### src/rtl/pon_on_delay_pkg.sv
// Shared types and constants for the power-on on-delay qualifier.
// The state encodings are fixed values so they stay stable when the design is viewed in a waveform.
package pon_on_delay_pkg;

    typedef enum logic [1:0] {
        ST_IDLE = 2'd0,
        ST_WAIT = 2'd1,
        ST_ON   = 2'd2
    } pon_state_t;

    localparam logic [7:0] ABORT_MAX = 8'd255;

    // Saturating increment for the abort counter.
    function automatic logic [7:0] sat_inc8(input logic [7:0] v);
        logic [7:0] r;
        if (v == ABORT_MAX) begin
            r = v;
        end else begin
            r = v + 8'd1;
        end
        return r;
    endfunction

endpackage : pon_on_delay_pkg

### src/rtl/pon_on_delay_sync.sv
// Multi-flop synchronizer that brings the asynchronous power-good request into the clk domain.
module pon_on_delay_sync #(
    parameter int STAGES = 2
) (
    input  logic clk,
    input  logic rst_n,
    input  logic d,
    output logic q
);

    logic [STAGES-1:0] chain_r;

    // Shift chain; it clears asynchronously so a reset never leaves a stale request behind.
    always_ff @(posedge clk or negedge rst_n) begin
        if (!rst_n) begin
            chain_r <= '0;
        end else begin
            chain_r <= {chain_r[STAGES-2:0], d};
        end
    end

    assign q = chain_r[STAGES-1];

endmodule : pon_on_delay_sync

### src/rtl/pon_on_delay.sv
// Power-on qualifier: q asserts only after the synchronized request has stayed high for TD ticks,
// and drops on the first cycle that the synchronized request is seen low.
module pon_on_delay
    import pon_on_delay_pkg::*;
#(
    parameter int CLK_DIV     = 100,
    parameter int TD          = 3000,
    parameter int CNT_W       = 16,
    parameter int SYNC_STAGES = 2
) (
    input  logic             clk,
    input  logic             rst_n,
    input  logic             d,
    output logic             q,
    output logic             busy,
    output logic [CNT_W-1:0] remain,
    output logic [7:0]       abort_cnt
);

    localparam int              PW       = (CLK_DIV > 1) ? $clog2(CLK_DIV) : 1;
    localparam logic [PW-1:0]   PRE_LAST = PW'(CLK_DIV - 1);
    localparam logic [CNT_W-1:0] TD_C    = CNT_W'(TD);
    localparam logic [CNT_W-1:0] TD_LAST = CNT_W'(TD) - {{(CNT_W-1){1'b0}}, 1'b1};

    logic             d_s;
    logic             tick_s;

    pon_state_t       state_r;
    pon_state_t       state_next_s;
    logic [PW-1:0]    presc_r;
    logic [PW-1:0]    presc_next_s;
    logic [CNT_W-1:0] cnt_r;
    logic [CNT_W-1:0] cnt_next_s;
    logic [7:0]       abort_r;
    logic [7:0]       abort_next_s;

    logic             q_next_s;
    logic             busy_next_s;
    logic [CNT_W-1:0] remain_next_s;
    logic             q_r;
    logic             busy_r;
    logic [CNT_W-1:0] remain_r;

    pon_on_delay_sync #(
        .STAGES (SYNC_STAGES)
    ) u_sync (
        .clk   (clk),
        .rst_n (rst_n),
        .d     (d),
        .q     (d_s)
    );

    assign tick_s = (presc_r == PRE_LAST);

    // State and datapath registers.
    always_ff @(posedge clk or negedge rst_n) begin
        if (!rst_n) begin
            state_r <= ST_IDLE;
            presc_r <= '0;
            cnt_r   <= '0;
            abort_r <= 8'd0;
        end else begin
            state_r <= state_next_s;
            presc_r <= presc_next_s;
            cnt_r   <= cnt_next_s;
            abort_r <= abort_next_s;
        end
    end

    // Next-state logic; a low request in WAIT takes priority over a tick arriving in the same cycle.
    always_comb begin
        state_next_s = state_r;
        presc_next_s = presc_r;
        cnt_next_s   = cnt_r;
        abort_next_s = abort_r;
        case (state_r)
            ST_IDLE: begin
                presc_next_s = '0;
                cnt_next_s   = '0;
                if (d_s) begin
                    state_next_s = (TD == 0) ? ST_ON : ST_WAIT;
                end else begin
                    state_next_s = ST_IDLE;
                end
            end
            ST_WAIT: begin
                if (!d_s) begin
                    state_next_s = ST_IDLE;
                    presc_next_s = '0;
                    cnt_next_s   = '0;
                    abort_next_s = sat_inc8(abort_r);
                end else if (tick_s) begin
                    presc_next_s = '0;
                    cnt_next_s   = cnt_r + {{(CNT_W-1){1'b0}}, 1'b1};
                    if (cnt_r == TD_LAST) begin
                        state_next_s = ST_ON;
                    end else begin
                        state_next_s = ST_WAIT;
                    end
                end else begin
                    presc_next_s = presc_r + {{(PW-1){1'b0}}, 1'b1};
                end
            end
            ST_ON: begin
                presc_next_s = '0;
                if (!d_s) begin
                    state_next_s = ST_IDLE;
                    cnt_next_s   = '0;
                end else begin
                    state_next_s = ST_ON;
                end
            end
            default: begin
                state_next_s = ST_IDLE;
                presc_next_s = '0;
                cnt_next_s   = '0;
            end
        endcase
    end

    // Output decode from the next state so the registered outputs line up with the state register.
    always_comb begin
        q_next_s      = 1'b0;
        busy_next_s   = 1'b0;
        remain_next_s = TD_C;
        case (state_next_s)
            ST_IDLE: begin
                remain_next_s = TD_C;
            end
            ST_WAIT: begin
                busy_next_s   = 1'b1;
                remain_next_s = TD_C - cnt_next_s;
            end
            ST_ON: begin
                q_next_s      = 1'b1;
                remain_next_s = '0;
            end
            default: begin
                remain_next_s = TD_C;
            end
        endcase
    end

    // Output registers; reset drops q asynchronously.
    always_ff @(posedge clk or negedge rst_n) begin
        if (!rst_n) begin
            q_r      <= 1'b0;
            busy_r   <= 1'b0;
            remain_r <= TD_C;
        end else begin
            q_r      <= q_next_s;
            busy_r   <= busy_next_s;
            remain_r <= remain_next_s;
        end
    end

    assign q         = q_r;
    assign busy      = busy_r;
    assign remain    = remain_r;
    assign abort_cnt = abort_r;

endmodule : pon_on_delay

### config.mk
export PLATFORM = sky130hd
export DESIGN_NAME = pon_on_delay
export DESIGN_NICKNAME = d
export VERILOG_FILES = /design/src/rtl/pon_on_delay_pkg.sv /design/src/rtl/pon_on_delay_sync.sv /design/src/rtl/pon_on_delay.sv
export SDC_FILE = /design/constraint.sdc
export NUM_CORES = 1
export LEC_CHECK = 0
export CAP_MARGIN = 20
export CORE_UTILIZATION = 50
export CTS_BUF_LIST = sky130_fd_sc_hd__clkbuf_8 sky130_fd_sc_hd__clkbuf_16
export DETAILED_ROUTE_END_ITERATION = 10
export HOLD_SLACK_MARGIN = 0.15
export PLACE_DENSITY = 0.72
export SLEW_MARGIN = 20
export SYNTH_ARGS = -nofsm -noshare
export SYNTH_HDL_FRONTEND = slang
export SYNTH_SLANG_ARGS = --single-unit
### constraint.sdc
create_clock -name clk -period 7.1 [get_ports clk]
set_input_delay 2.13 -clock clk [delete_from_list [all_inputs] [get_ports clk]]
set_output_delay 2.13 -clock clk [all_outputs]
set_load 0.01 [all_outputs]
# Word-level counts from Yosys, hierarchy flattened
# Cells that the tools add are included.
# Widths: inputs -> output; s select.
[totals] reg_bits=53 latch_bits=0 mem_bits_rw=0 rom_bits=0 inputBits=3 out_inout_bits=26 elab_cells=39 n_memories=0
[op_classes] n_addsub=4 multipliers=0 div=0 magnitude_cmp=0 n_eq_ne=7 shift=0 mux=16 bitwise_logic=2 n_reduce_logical=2
[op_table] operator="$pmux 16 s2" n=2
[op_table] operator="$mux 16" n=3
[op_table] operator="$mux 7" n=3
[op_table] operator="$add 16x1->16 const B" n=1
[op_table] operator="$eq 16x12->1 const B" n=1
[op_table] operator="$sub 12x16->16 const A" n=1
[op_table] operator="$add 8x1->8 const B" n=1
[op_table] operator="$eq 8x8->1 const B" n=1
[op_table] operator="$mux 2" n=4
[op_table] operator="$add 7x1->7 const B" n=1
[op_table] operator="$eq 7x7->1 const B" n=1
[op_table] operator="$pmux 2 s3" n=1
[op_table] operator="$eq 2x1->1 const B" n=2
[op_table] operator="$eq 2x2->1 const B" n=2
[op_table] operator="$mux 1" n=3
[op_table] operator="$reduce_and 3->1" n=1
[op_table] operator="$logic_not 2->1" n=1
[op_table] operator="$not 1->1" n=2

# Longest topological paths before layout
# Gate-level depths: netlist (run 1).
[depth] word_depth=7 mapped_depth=15 ltp_nobuf=14

# Modules after synthesis
# A second synthesis (run 1) with hierarchy kept.
[hier_totals] hier_cells=329 hier_area_um2=3245.6
[modules_own_cells] mod="pon_on_delay" instances=1 cells_per_inst=327 area_each_um2=3195.6 seq_area_each_um2=1285.0
[modules_own_cells] mod="pon_on_delay_sync" instances=1 cells_per_inst=2 area_each_um2=50.0 seq_area_each_um2=50.0

# Worst setup path before layout (run 1)
# OpenSTA, ideal clock, no wires.
[synth_path] path_kind="reg2reg" startpoint="register presc_r[0]" endpoint="register remain_r[12] (netlist: remain[12])" arrival_ns=2.905 required_ns=6.971 path_slack_ns=4.067 path_stages_with_launch=15 period_less_slack_ns=3.033 cell_sequence="dfrtp_1 -> ha_1 -> and4bb_1 -> buf_6 -> nand2_1 -> or4_1 -> o21ai_0 -> a21oi_1 -> or2_1 -> ha_1 -> nor2b_1 -> and2_1 -> nor2b_1 -> a22oi_1 -> nand3_1"
[synth_between] elab_chain_len=6
[synth_rtl] item="from (decl)" line="pon_on_delay.sv:30" rtl="logic [PW-1:0] presc_r;"
[synth_rtl] item="from (signal assigned)" line="pon_on_delay.sv:64" rtl="presc_r <= presc_next_s;"
[synth_rtl] item="$eq 7x7->1 (*)" line="pon_on_delay.sv:53" rtl="assign tick_s = (presc_r == PRE_LAST);"
[synth_rtl] item="$mux 16 / $mux 2 (equally long branches)" line="pon_on_delay.sv:92" rtl="end else if (tick_s) begin"
[synth_rtl] item="$mux 16 / $mux 2 (equally long branches)" line="pon_on_delay.sv:87" rtl="if (!d_s) begin"
[synth_rtl] item="$pmux 16 s2 / $pmux 2 s3 (equally long branches)" line="pon_on_delay.sv:76" rtl="case (state_r)"
[synth_rtl] item="$sub 12x16->16 (tied with other cells)" line="pon_on_delay.sv:132" rtl="remain_next_s = TD_C - cnt_next_s;"
[synth_rtl] item="$pmux 16 s2 (*)" line="pon_on_delay.sv:126" rtl="case (state_next_s)"
[synth_rtl] item="named net remain_next_s[12]" line="pon_on_delay.sv:39" rtl="logic [CNT_W-1:0] remain_next_s;"
[synth_rtl] item="to (signal assigned)" line="pon_on_delay.sv:153" rtl="remain_r <= remain_next_s;"
[synth_rtl] item="to (decl)" line="pon_on_delay.sv:42" rtl="logic [CNT_W-1:0] remain_r;"
# The timed path passes the listed nets; every way through them passes the cells marked *.
# A chain may end at the register's enable or synchronous reset.

# Final worst setup path (run 1)
# Same ends and word-level chain as after synthesis.

==> results of run 1 <==
placed cells by master, fill, tap and decap left out, types with 6 or more instances in the layout:
cell type,count
dfrtp_1,46
nand2_1,40
clkdlybuf4s50_1,27
nor2_1,16
inv_1,14
nand3_1,14
xnor2_1,12
and3_1,11
nand4_1,11
a21oi_1,10
a31oi_1,10
ha_1,10
o21ai_0,9
dfstp_2,7
nand2b_1,6
xor2_1,6
registers in the layout, indices dropped and copies added (netlist names):
register        count
abort_cnt           8
busy                1
cnt_r              16
presc_r             7
q                   1
remain             16
state_r             2
u_sync.chain_r      2
worst reg2reg max path: stages (launching register included):
cell and delay [ps]:
dfrtp_1 380, ha_1 270, and4bb_1 390, nand2_1 170
or4_1 600, o21ai_0 100, a21oi_1 90, or2_1 260
ha_1 370, nor2b_1 280, and2_1 210, nor2b_1 140
a22oi_1 180, nand3_1 100
final cells by class:
class,instances,share of cell area [%]
clock inverter,3,0.588
sequential,53,36.9
timing repair buffer,29,7.82
clock buffer,5,1.90
tap,75,2.60
inverter,16,1.66
multi-input combinational,244,48.5
where the power goes:
part	switching [uW]	total, uW	leakage (uW)	internal, uW
Sequential	19.5	339	0.000700	319
Combinational	42.1	86.8	0.000800	44.7
Clock	103	173	0.0000445	70.2
Total	165	599	0.00154	434
layer usage:
metal	track usage, %	share of wire, %	vias to the layer above
met5	0	0	-
met3	3.85	6.6	17
met1	36.7	47	1284
met4	7.24	1.8	0
met2	36.4	44	121
li1	-	-	1236
per-stage QoR:
step | worst slack, ps | power (uW) | std cells | hold slack [ps]
3_5_place_dp | 3550 | 432 | 417 | 354
4_1_cts | 3500 | 604 | 425 | 377
3_3_place_gp | 3650 | 431 | 417 | 334
6_report | 3450 | 599 | 425 | 373
5_1_grt | 3160 | 623 | 425 | 395
2_1_floorplan | 4070 | 385 | 329 | 331
path summary, 6_finish.rpt:
check | start | end
worst max-delay path | presc_r[0]$_DFF_PN0_ | remain[12]$_DFF_PN0_
worst min-delay path | u_sync.chain_r[0]$_DFF_PN0_ | u_sync.chain_r[1]$_DFF_PN0_
worst max register to register | presc_r[0]$_DFF_PN0_ | remain[12]$_DFF_PN0_
worst min register to register | u_sync.chain_r[0]$_DFF_PN0_ | u_sync.chain_r[1]$_DFF_PN0_
max in group asynchronous | rst_n | remain[10]$_DFF_PN0_
min in group asynchronous | rst_n | presc_r[4]$_DFF_PN0_
cell families after synthesis:
group / Yosys count
buffers and inverters: 32
muxes: 5
adders and majority gates: 10
xor gates and xnor gates: 18
DFF: 53
and+or+nand+nor: 137
AOI/OAI and AO/OA: 74
==> metrics.md, run 1 <==
| Metric | Value |
|---|---|
| Status | finished, final reports clean |
| Highest Clock Rate | ~270 MHz |
| CP max stage cell | or4_1 |
| Routed vias/inst | 6.25 |
| GP Congestion | roughly 0.86 |
| Starting Density | roughly 53% |
| Std cell rows | 28 |
| Post-DR wirelength/cell | ~18 um |
| Synth Area in XOR/XNOR | about 4.9% |
| Worst EP required | ~7300 ps |
| CP Launch Type | register |
| Cell variety after synth | 72 |
| Crit path DAT | 3840 ps |
| Reg2Reg Depth | 13 |
| Layout Nets | between 300 and 400 |
| Synth-to-Final Area Change | 11.4% |
| CP peak stage delay | around 600 ps |
| Area share of the leading cell type in the synthesized netlist | 35.5% |
| Initial antenna violation count | 0 |
| Hold WC Path Type | reg -> reg |
| Via count | approximately 2700 |
| Synth area leader | dfrtp_1 |
| Final Instance Area | around 0.0036 mm^2 |
| Dpl cell area | between 0.003 and 0.004 mm^2 |
| Synthesis Warnings | 0 |
| Vias in the first global route | 2434 |
| Total congestion overflow | 0 |
| Die area | a little under 0.007 mm^2 |
| Cell family with most CP delay | simple AND/OR/NAND/NOR gates |
| Largest family of logic cells by synthesized area | simple AND/OR/NAND/NOR gates |
| Number of CTS-inserted buffers | 5 |
| Setup TNS | 0 ps |
| Area occupied by multi-input gates | between 0.0015 and 0.002 mm^2 |
| CTS tree | done |
| Simple-gate area share of the yosys netlist | 24.7% |
| Clock-pin slew on the worst setup and hold paths | approximately 100 ps |
| Initial drt markers | around 370 |
| CP cell instances | ha_1 > and4bb_1 > nand2_1 > or4_1 > o21ai_0 > a21oi_1 > or2_1 > ha_1 > nor2b_1 > and2_1 > nor2b_1 > a22oi_1 > nand3_1 |
| CTS Sinks | 53 |
| Gr usage total | roughly a quarter |
| Levels on crit path | 13 |
| Top_reg_cell synth | dfrtp_1 |
| Final Critical Period | about 3600 ps |
| Clock skew | between 8 and 9 ps |
| Core area | approximately 0.0061 mm^2 |
| H-tree levels | 2 |
| Post-Route Utilization | 59.3% |
| Top post-synthesis cells by area | dfrtp_1, dfstp_2, nand2_1 |
| Post-Syn Instances | ~330 |
| Post-route ant nets | 0 |
| Register-to-register setup slack | around 3500 ps |
| Adder-Cell Fraction of Synth Area | 3.86% |
| Max-slew violation total from the final report | 0 |
| Slew at the pin closest to its max-slew limit | roughly 720 ps |
| Number of flops mapped to enable cells by yosys | 0 |
| Max Cap Viol | 0 |
| N_diodes | 0 |
| Hold buffer count at CTS | 0 |
| DRT Wirelength | roughly 7.4 mm |
| Crit Path Class | reg -> reg |
| IO Pins | 29 |
| Mapped Nets | around 340 |
| Postcts setup bufs | 0 |
| Synth Area in Compound Gates | a little under a fifth |
| Post-synthesis mux area share | 1.58% |
| Clk root buf | clkbuf_8 |
| Ys async rst share | 100% |
| Post_cts resized | 0 |
| DR DRC count | 0 |
| Maximum VDD drop | ~0.18 mV |
| Syn Area/Cell | a little under 10 um^2 |
| Commonest cells post-synth | dfrtp_1, nand2_1, nor2_1, inv_1, nand3_1 |
| CP Buf/Inv Count | 0 |
| Detailed-placement wirelength estimate | roughly 5.3 mm |
| Clock Latency Late Sink | roughly 310 ps |
| Power Dens Cells | around 170 mW/mm^2 |
| Final hold viol count | 0 |
| Deepest clock path buffer count | 2 |
| Most frequent cell after synthesis | dfrtp_1 |
| Final Cycle Share | 51.3% |
| Register area share after synthesis | about 40% |
| Die width | 82.6 um |
| Die H | about 83 um |
| Critical Path Sink Type | register |
| WHS Path Cells | 0 |
| Unrepaired setup endpoints after global routing | no |
| Cell area after synthesis | 0.00325 mm^2 |
| 1st-pass router iterations | 4 |
| IO Port Bufs | 28 |
| Final setup viols | 0 |
| Largest net degree at the start of global routing | 54 |
| Crit-path max FO | 17 |
| FILL cells | 546 |
| Leakage | ~0.0015 uW |
| FF/Latch Area | approximately 0.0013 mm^2 |
| First-pass GRT wire length | 12.4 mm |
| Layout cells sized above 1 | 13.1% |
| Relative slew slack | between 50% and 60% |
| FF+latch count, synth | 53 |
Note: power is estimated with default switching activity, not from simulation.
==> run 2: changes to the inputs <==
==> constraint.sdc (replaced) <==
create_clock -name clk -period 3.64 [get_ports clk]
set_input_delay 1.092 -clock clk [delete_from_list [all_inputs] [get_ports clk]]
set_output_delay 1.092 -clock clk [all_outputs]
set_load 0.01 [all_outputs]
==> metrics.md, run 2 (synthesis results as in run 1) <==
| Metric | Value |
|---|---|
| Status | finished, final reports clean (unchanged) |
| Number of CTS-inserted buffers | 5 (unchanged) |
| Synth-to-Final Area Change | 12.7% (was 11.4%) |
| Initial drt markers | 236 (was 374) |
| Initial antenna violation count | 0 (unchanged) |
| IO Pins | 29 (unchanged) |
| Gate power share | 14.9% (was 14.5%) |
| Core area | 0.00610 mm^2 (unchanged) |
| Final hold viol count | 0 (unchanged) |
| Final setup viols | 0 (unchanged) |
| Psw | 318 uW (was 165 uW) |
| Worst hold margin | 362 ps (was 373 ps) |
| Unrepaired setup endpoints after global routing | no (unchanged) |
| Post-DR wirelength/cell | 17.3 um (was 17.5 um) |
| Clock skew | 8.89 ps (was 8.90 ps) |
| N_diodes | 0 (unchanged) |
| Leakage | 0.00158 uW (was 0.00154 uW) |
| Via count | 2616 (was 2658) |
| Worst EP required | 3890 ps (was 7290 ps) |
| CTS Sinks | 53 (unchanged) |
| Overall Power | 1170 uW (was 599 uW) |
| Final Cycle Share | 90.1% (was 51.3%) |
| Sequential power share | 56.7% (was 56.6%) |
| Switching portion of total power | 27.3% (was 27.5%) |
| Post-route ant nets | 0 (unchanged) |
| Cell family with most CP delay | simple AND/OR/NAND/NOR gates (unchanged) |
| Detailed-placement wirelength estimate | 5.34 mm (was 5.28 mm) |
| Int Pwr | 847 uW (was 434 uW) |
| CP Buf/Inv Count | 1 (was 0) |
| DR DRC count | 0 (unchanged) |
| Area occupied by multi-input gates | 0.00175 mm^2 (unchanged) |
| Dpl cell area | 0.00357 mm^2 (was 0.00353 mm^2) |
| Final Instance Area | 0.00366 mm^2 (was 0.00362 mm^2) |
| Crit Path Class | reg -> reg (unchanged) |
| Clock power frac | 28.4% (was 28.9%) |
| Post-Place Setup Slack | 430 ps (was 3550 ps) |
| Met3 Wirelength | 412 um (was 493 um) |
| Metal2 WL | 3.24 mm (was 3.30 mm) |
| H-tree levels | 2 (unchanged) |
| Post_cts resized | 0 (unchanged) |
| Crit-path max FO | 8 (was 17) |
| GP Congestion | 0.876 (was 0.858) |
| Highest Clock Rate | 305 MHz (was 274 MHz) |
| Gr usage total | 24.9% (was 24.5%) |
| Die H | 82.6 um (unchanged) |
| Crit path DAT | 3530 ps (was 3840 ps) |
| Largest net degree at the start of global routing | 42 (was 54) |
| Relative slew slack | 40.7% (was 51.8%) |
| Hold WC Path Type | reg -> reg (unchanged) |
| Postcts setup bufs | 0 (unchanged) |
| FF/Latch Area | 0.00134 mm^2 (unchanged) |
| CP Launch Type | register (unchanged) |
| Std cell rows | 28 (unchanged) |
| Deepest clock path buffer count | 2 (unchanged) |
| Clk root buf | clkbuf_8 (unchanged) |
| CP cell instances | ha_1 > and4bb_1 > nand2_1 > or4_1 > o21ai_0 > a21oi_1 > or2_1 > inv_1 > ha_1 > nor2b_1 > and2_1 > nor2b_1 > a22oi_1 > nand3_1 (was ha_1 > and4bb_1 > nand2_1 > or4_1 > o21ai_0 > a21oi_1 > or2_1 > ha_1 > nor2b_1 > and2_1 > nor2b_1 > a22oi_1 > nand3_1) |
| Maximum VDD drop | 0.324 mV (was 0.176 mV) |
| FILL cells | 523 (was 546) |
| Max Cap Viol | 0 (unchanged) |
| Layout Nets | 368 (was 362) |
| Final WS setup | 360 ps (was 3450 ps) |
| Die area | 0.00682 mm^2 (unchanged) |
| Total congestion overflow | 0 (unchanged) |
| Final Critical Period | 3280 ps (was 3650 ps) |
| Vias in the first global route | 2470 (was 2434) |
| Power Dens Cells | 319 mW/mm^2 (was 166 mW/mm^2) |
| Layout cells sized above 1 | 14.3% (was 13.1%) |
| Critical Path Sink Type | register (unchanged) |
| CP peak stage delay | 560 ps (was 600 ps) |
| Top sig layer | met4 (unchanged) |
| IO Port Bufs | 28 (unchanged) |
| Max-slew violation total from the final report | 0 (unchanged) |
| CTS tree | done (unchanged) |
| Die width | 82.6 um (unchanged) |
| CP max stage cell | or4_1 (unchanged) |
| First-pass GRT wire length | 12.6 mm (was 12.4 mm) |
| Hold buffer count at CTS | 0 (unchanged) |
| DRT Wirelength | 7.48 mm (was 7.45 mm) |
| Clock-pin slew on the worst setup and hold paths | 100 ps (about the same) |
| Slew at the pin closest to its max-slew limit | 889 ps (was 722 ps) |
| Routed vias/inst | 6.07 (was 6.25) |
| DRT met1 WL | 3.67 mm (was 3.52 mm) |
| Setup TNS | 0 ps (unchanged) |
| Most frequent cells in the layout | dfrtp_1, nand2_1, clkdlybuf4s50_1, nor2_1, inv_1 (was dfrtp_1, nand2_1, clkdlybuf4s50_1, nor2_1) |
| Commonest non-fill, non-tap cell in the layout | dfrtp_1 (unchanged) |
| 1st-pass router iterations | 5 (was 4) |
| Clock Latency Late Sink | 310 ps (about the same) |
| Starting Density | 53.2% (unchanged) |
run 2: changes by cell type in the layout (fill, tap and decap cells not counted):
| cell | change |
|---|---|
| inv_1 | +1 |
| clkinvlp_4 | -1 |
| buf_4 | +6 |
run 2: metrics by stage:
stage / std cells / utilization (%)
after floorplan: 329 / -
after global placement: 423 / 58.6
after detailed placement: 423 / 58.6
after CTS: 431 / 60.0
after global routing: 431 / 60.0
final: 431 / 60.0
run 2: layer usage:
metal	vias up	track usage, %
met2	91	36.0
met1	1259	38.1
met5	-	0
li1	1251	-
met4	0	7.76
met3	15	3.63
run 2: final timing paths:
check	slack (ps)	startpoint	cells past startpoint	endpoint
max in group asynchronous	2010	rst_n	2	cnt_r[8]$_DFF_PN0_
worst min register to register	360	u_sync.chain_r[0]$_DFF_PN0_	0	u_sync.chain_r[1]$_DFF_PN0_
worst max register to register	360	presc_r[0]$_DFF_PN0_	14	remain[12]$_DFF_PN0_
worst min-delay path	360	u_sync.chain_r[0]$_DFF_PN0_	0	u_sync.chain_r[1]$_DFF_PN0_
min in group asynchronous	900	rst_n	1	presc_r[4]$_DFF_PN0_
worst max-delay path	360	presc_r[0]$_DFF_PN0_	14	remain[12]$_DFF_PN0_
run 2: power by group through the flow:
stage	sequential, uW	combinational [uW]	clock, uW
floorplan	679	71.1	0
global placement	672	171	0
detailed placement	671	174	0
CTS	660	175	347
global route	666	190	367
finish	660	174	331
run 2: worst register-to-register path: stages (launching register included):
cell      delay, ps
dfrtp_1         380
ha_1            270
and4bb_1        390
nand2_1         160
or4_1           560
o21ai_0         100
a21oi_1          90
or2_1           260
inv_1            90
ha_1            240
nor2b_1         160
and2_1          200
nor2b_1         150
a22oi_1          90
nand3_1          90
run 2: area by class of cell:
type	count	share of cell area, %
multi-input cells	244	48.0
well taps	75	2.57
clock buffers	5	1.88
flip-flops and latches	53	36.5
repair buffers	35	8.96
inverters	16	1.64
clock inverters	3	0.479
